`src/rtl/mii_rx_deframer.sv`:
```
// MII receive deframer: strips preamble/SFD, packs nibbles into bytes and
// streams frames out through a small FIFO with tlast/tuser framing.
module mii_rx_deframer #(
  parameter int FIFO_DEPTH = 16
) (
  input  logic        clock,
  input  logic        aresetn,
  input  logic [3:0]  mii_rxd,
  input  logic        mii_rx_dv,
  input  logic        mii_rx_er,
  output logic [7:0]  maxis_tdata,
  output logic        maxis_tvalid,
  input  logic        maxis_tready,
  output logic        maxis_tlast,
  output logic        maxis_tuser,
  output logic [15:0] frame_count,
  output logic [15:0] drop_count
);

  localparam int PTR_W = $clog2(FIFO_DEPTH);
  localparam int CNT_W = PTR_W + 1;

  typedef enum logic [2:0] {
    S_WAIT_IDLE,
    S_IDLE,
    S_PREAMBLE,
    S_DATA_LO,
    S_DATA_HI,
    S_DISCARD
  } state_t;

  state_t             state_q, state_d;
  logic               seen5_q, seen5_d;
  logic [3:0]         low_q, low_d;
  logic [7:0]         hold_q, hold_d;
  logic               hold_valid_q, hold_valid_d;
  logic               err_q, err_d;
  logic               ovf_q, ovf_d;
  logic [15:0]        frame_count_q, frame_count_d;
  logic [15:0]        drop_count_q, drop_count_d;
  logic [PTR_W-1:0]   wr_ptr_q, wr_ptr_d;
  logic [PTR_W-1:0]   rd_ptr_q, rd_ptr_d;
  logic [CNT_W-1:0]   mem_count_q, mem_count_d;
  logic               out_valid_q, out_valid_d;
  logic [9:0]         out_data_q, out_data_d;

  logic [9:0]         mem [FIFO_DEPTH];
  logic               push;
  logic [9:0]         push_data;
  logic               pop;
  logic               load;
  logic               err_now;
  logic               eof_user;
  logic [CNT_W-1:0]   fifo_count;
  logic               room;

  // The output register counts as a FIFO slot so the reserved-slot rule is exact.
  assign fifo_count = mem_count_q + {{(CNT_W-1){1'b0}}, out_valid_q};
  assign room       = fifo_count < CNT_W'(FIFO_DEPTH - 1);
  assign err_now    = err_q | mii_rx_er;
  assign eof_user   = err_now | (state_q == S_DATA_HI);

  always_comb begin
    state_d       = state_q;
    seen5_d       = seen5_q;
    low_d         = low_q;
    hold_d        = hold_q;
    hold_valid_d  = hold_valid_q;
    err_d         = err_q;
    ovf_d         = ovf_q;
    frame_count_d = frame_count_q;
    drop_count_d  = drop_count_q;
    push          = 1'b0;
    push_data     = 10'd0;
    case (state_q)
      S_WAIT_IDLE: begin
        if (!mii_rx_dv) state_d = S_IDLE;
      end
      S_IDLE: begin
        seen5_d = 1'b0;
        if (mii_rx_dv) begin
          if (mii_rxd == 4'h5) begin
            seen5_d = 1'b1;
            state_d = S_PREAMBLE;
          end else begin
            state_d = S_DISCARD;
          end
        end
      end
      S_PREAMBLE: begin
        if (!mii_rx_dv) begin
          state_d = S_IDLE;
        end else if (mii_rxd == 4'h5) begin
          seen5_d = 1'b1;
        end else if (mii_rxd == 4'hD && seen5_q) begin
          state_d      = S_DATA_LO;
          err_d        = 1'b0;
          ovf_d        = 1'b0;
          hold_valid_d = 1'b0;
        end else begin
          state_d = S_DISCARD;
        end
      end
      S_DATA_LO, S_DATA_HI: begin
        if (!mii_rx_dv) begin
          state_d      = S_IDLE;
          hold_valid_d = 1'b0;
          if (ovf_q) begin
            push         = 1'b1;
            push_data    = {8'h00, 1'b1, 1'b1};
            drop_count_d = drop_count_q + 16'd1;
          end else if (hold_valid_q) begin
            push      = 1'b1;
            push_data = {hold_q, 1'b1, eof_user};
            if (!eof_user) frame_count_d = frame_count_q + 16'd1;
          end
        end else if (state_q == S_DATA_LO) begin
          low_d   = mii_rxd;
          err_d   = err_now;
          state_d = S_DATA_HI;
        end else begin
          err_d        = err_now;
          state_d      = S_DATA_LO;
          hold_d       = {mii_rxd, low_q};
          hold_valid_d = 1'b1;
          // Once a frame overflows, every later byte of it is dropped.
          if (hold_valid_q && !ovf_q) begin
            if (room) begin
              push      = 1'b1;
              push_data = {hold_q, 1'b0, 1'b0};
            end else begin
              ovf_d = 1'b1;
            end
          end
        end
      end
      S_DISCARD: begin
        if (!mii_rx_dv) state_d = S_IDLE;
      end
      default: state_d = S_WAIT_IDLE;
    endcase
  end

  always_comb begin
    pop         = out_valid_q & maxis_tready;
    load        = (mem_count_q != '0) && (!out_valid_q || pop);
    wr_ptr_d    = push ? wr_ptr_q + PTR_W'(1) : wr_ptr_q;
    rd_ptr_d    = load ? rd_ptr_q + PTR_W'(1) : rd_ptr_q;
    out_data_d  = load ? mem[rd_ptr_q] : out_data_q;
    out_valid_d = load ? 1'b1 : (pop ? 1'b0 : out_valid_q);
    mem_count_d = mem_count_q;
    if (push && !load)      mem_count_d = mem_count_q + CNT_W'(1);
    else if (!push && load) mem_count_d = mem_count_q - CNT_W'(1);
  end

  always_ff @(posedge clock) begin
    if (push) mem[wr_ptr_q] <= push_data;
  end

  always_ff @(posedge clock) begin
    if (!aresetn) begin
      state_q       <= S_WAIT_IDLE;
      seen5_q       <= 1'b0;
      low_q         <= 4'd0;
      hold_q        <= 8'd0;
      hold_valid_q  <= 1'b0;
      err_q         <= 1'b0;
      ovf_q         <= 1'b0;
      frame_count_q <= 16'd0;
      drop_count_q  <= 16'd0;
      wr_ptr_q      <= '0;
      rd_ptr_q      <= '0;
      mem_count_q   <= '0;
      out_valid_q   <= 1'b0;
      out_data_q    <= 10'd0;
    end else begin
      state_q       <= state_d;
      seen5_q       <= seen5_d;
      low_q         <= low_d;
      hold_q        <= hold_d;
      hold_valid_q  <= hold_valid_d;
      err_q         <= err_d;
      ovf_q         <= ovf_d;
      frame_count_q <= frame_count_d;
      drop_count_q  <= drop_count_d;
      wr_ptr_q      <= wr_ptr_d;
      rd_ptr_q      <= rd_ptr_d;
      mem_count_q   <= mem_count_d;
      out_valid_q   <= out_valid_d;
      out_data_q    <= out_data_d;
    end
  end

  assign maxis_tvalid = out_valid_q;
  assign maxis_tdata  = out_data_q[9:2];
  assign maxis_tlast  = out_data_q[1];
  assign maxis_tuser  = out_data_q[0];
  assign frame_count  = frame_count_q;
  assign drop_count   = drop_count_q;

endmodule

```
`config.mk`:
```
export PLATFORM = sky130hd
export DESIGN_NAME = mii_rx_deframer
export DESIGN_NICKNAME = d
export VERILOG_FILES = /design/src/rtl/mii_rx_deframer.sv
export SDC_FILE = /design/constraint.sdc
export NUM_CORES = 1
export LEC_CHECK = 0
export BUFFER_PORTS_ARGS = -buffer_cell sky130_fd_sc_hd__buf_4
export CORE_UTILIZATION = 25
export DETAILED_ROUTE_END_ITERATION = 6
export GPL_ROUTABILITY_DRIVEN = 1
export GPL_TIMING_DRIVEN = 1
export SYNTH_ARGS = -nofsm -noshare
export SYNTH_HDL_FRONTEND = slang
export SYNTH_SLANG_ARGS = --single-unit
```
`constraint.sdc`:
```
create_clock -name clock -period 4.7 [get_ports clock]
set_clock_uncertainty 0.15 [all_clocks]
set_input_delay 0.235 -clock clock [delete_from_list [all_inputs] [get_ports clock]]
set_output_delay 0.235 -clock clock [all_outputs]
set_load 0.1 [all_outputs]
```
==> impl_metrics.tcl <==
set metrics [dict create \
    postSynthRegisterBits 235 \
    gr-total-overflow 0 \
    ys_warn_count 0 \
    vias 5672 \
    p_leak_nw 4.36 \
    num_antenna_cells 0 \
    holdBufCountCts 7 \
    syn_area_um2 9950 \
    setup_tns_ns 0 \
    syn_to_final_growth_pct 17.9 \
    finalSetupViolCount 0 \
    clock-sinks 235 \
    cts_tree "done" \
    status "complete, no violations" \
    fin_crit_ns 3.60 \
    maxCapViolCount 0 \
    crit_path_start_kind "flip-flop" \
    hold_viol_final 0 \
    crit_path_end_kind "flip-flop" \
    initial_core_util 0.256 \
    synthFlopType "edfxtp_1" \
    die_h_um 202 \
    fp.dieArea_um2 40600 \
    final_area_um2 11700 \
    cts-root-buf "clkbuf_16" \
    critPathKind "reg2reg" \
    placed_area_um2 10800 \
    timing.fmax_ghz 0.278 \
    rr_worst_depth 14 \
    required_ns 5.00 \
    crit_fanout 14 \
    port-buffer-count 51 \
    via_per_inst 4.42 \
    grt_pass1_vias 5584 \
    async_flop_share 0 \
    avgSynthCellArea_um2 14.4 \
    drt_first_pass_iters 4 \
    path_clk_slew_ns 0.06 \
    h-tree-depth 1 \
    dp_slack_ns 1.15 \
    grt_pass1_wl_um 32500 \
    clkLatencyLatePin_ns 0.52 \
    grt_max_degree 81 \
    track_usage 0.101 \
    drt_iter0_markers 453 \
    power.total_w 0.00525 \
    cts.repair.resized 0 \
    hold_class "in2reg" \
    synth_fp_nets 715 \
    synth_cells 691 \
    ant_nets 0 \
    core_um2 38900 \
    post_cts_buffers 0 \
    ys_types 62 \
    worstMarginPinSlew_ns 0.895 \
    holdPathStages 3 \
    setup_ws_ns 1.10 \
    peakVddDrop_v 0.000273 \
    synth_edf_count 160 \
    drive_gt1_frac 0.208 \
    max_slew_margin 0.402 \
    grt_antenna_before_repair 0 \
    pwr_density_cell_nw_per_um2 447 \
    nets 770 \
    ios 52 \
    drt_wl_total_um 20600 \
    rsz0062_at_grt "false" \
    die_w_um 202 \
    numCtsBuffers 25 \
    wl_per_cell_um 16.0 \
    seq_area_frac_synth 0.634 \
    slew_violations 0 \
    core.rowCount 72 \
    drc 0 \
    finalCritPeriodShare 0.766 \
    clockBufferDepth 3 \
    gp_congestion 0.735 \
    hpwl_um 13100 \
    cp_data_arrival_time_ns 3.90 \
]
placed cells by master (no fill, tap or decap), drive strengths merged, types with 4 or more instances in the layout:
cell type,netlist,layout
nand2b,7,7
nand3b,4,4
o21ai,14,14
nand4,6,6
dlygate4sd3,0,7
and2,53,53
xor2,19,19
and3,15,15
a22oi,20,20
a31o,10,10
mux4,40,40
nand3,20,20
edfxtp,160,160
nor2b,14,14
a21boi,15,15
o21a,5,5
clkinv,0,9
ha,14,14
inv,10,11
nor2,10,10
nand2,51,51
xnor2,18,18
mux2i,7,7
nor3,10,10
nor4,6,6
buf,13,55
a21oi,23,23
dfxtp,75,75
clkbuf,21,30
layout make-up:
cell class,count,area [um2]
fill,3904,27200
sequential,235,6310
multi-input combinational,412,3440
clock buffer,30,654
tap,518,648
timing repair buffer,62,483
clock inverter,16,159
inverter,10,37.5
routing by layer:
metal / share of wire / track usage / up-vias
met2: 0.44 / 0.155 / 141
met5: 0 / 0 / -
met3: 0.064 / 0.0227 / 25
li1: - / - / 2720
met4: 0.016 / 0.0222 / 0
met1: 0.48 / 0.143 / 2786
worst max-delay path, cell delays in order (launching register included):
cell      delay, ns
dfxtp_1        0.43
ha_1           0.21
ha_1           0.18
xor2_1         0.16
nand3_1        0.15
o211ai_2       0.31
nand2_2        0.21
ha_1           0.30
inv_1          0.14
ha_1           0.26
nor2b_1        0.14
o21a_1         0.18
or3_1          0.30
a21oi_1        0.19
mux2i_1        0.20
power breakdown:
part           switching, W  internal [W]
clock              0.000808       0.00116
sequential         0.000120       0.00225
combinational      0.000595      0.000317
total               0.00152       0.00373
worst paths after layout:
kind	startpoint	to	slack, ns
max reg2reg	mem_count_q[0]	mem_count_q[4]	1.10
min	aresetn	frame_count[14]	0.16
max	mem_count_q[0]	mem_count_q[4]	1.10
min reg2reg	low_q[1]	hold_q[1]	0.31
per-stage QoR:
step           std cells  hold WS, ns   util
3_5_place_dp        1230        0.310  0.279
2_1_floorplan        691        0.230      -
5_1_grt             1283        0.201  0.301
3_3_place_gp        1230        0.300  0.279
4_1_cts             1283        0.153  0.301
6_report            1283        0.156  0.301
cell families (layout without fill, tap and decap cells):
kind of cell,after synthesis,in the layout,synth area share
multiplexers,48,48,0.0987
buffers and inverters,44,118,0.0207
flip-flops,235,235,0.634
AND/OR/NAND/NOR,212,212,0.123
AO/OA/AOI/OAI,100,100,0.0714
adder cells (fa/ha/maj),15,15,0.0196
XOR/XNOR,37,37,0.0326
cells in the mapped netlist (5+ instances only):
master / number / area, um2
o21a_1: 5 / 37.5
clkbuf_1: 21 / 78.8
nor3_1: 9 / 45.0
nor2_1: 10 / 37.5
a31o_2: 10 / 87.6
o21ai_0: 13 / 65.1
mux2i_1: 7 / 70.1
inv_1: 10 / 37.5
dfxtp_1: 75 / 1500
nand2b_1: 7 / 43.8
nor2b_1: 14 / 87.6
a21oi_1: 22 / 110
nand4_1: 6 / 37.5
xnor2_1: 18 / 158
edfxtp_1: 160 / 4800
and2_1: 53 / 332
nand2_1: 50 / 188
xor2_1: 19 / 166
a21boi_0: 13 / 97.6
a22oi_1: 20 / 150
mux4_2: 40 / 901
and3_1: 15 / 93.8
ha_1: 14 / 175
nand3_1: 20 / 100
state kept, by name (all words and copies together), names as in the netlist:
signal,count
hold_valid_q,1
out_data_q,10
wr_ptr_q,4
frame_count,16
mem,160
rd_ptr_q,4
seen5_q,1
drop_count,16
err_q,1
state_q,3
low_q,4
hold_q,8
mem_count_q,5
ovf_q,1
maxis_tvalid,1
(Power assumes the default switching activity.)
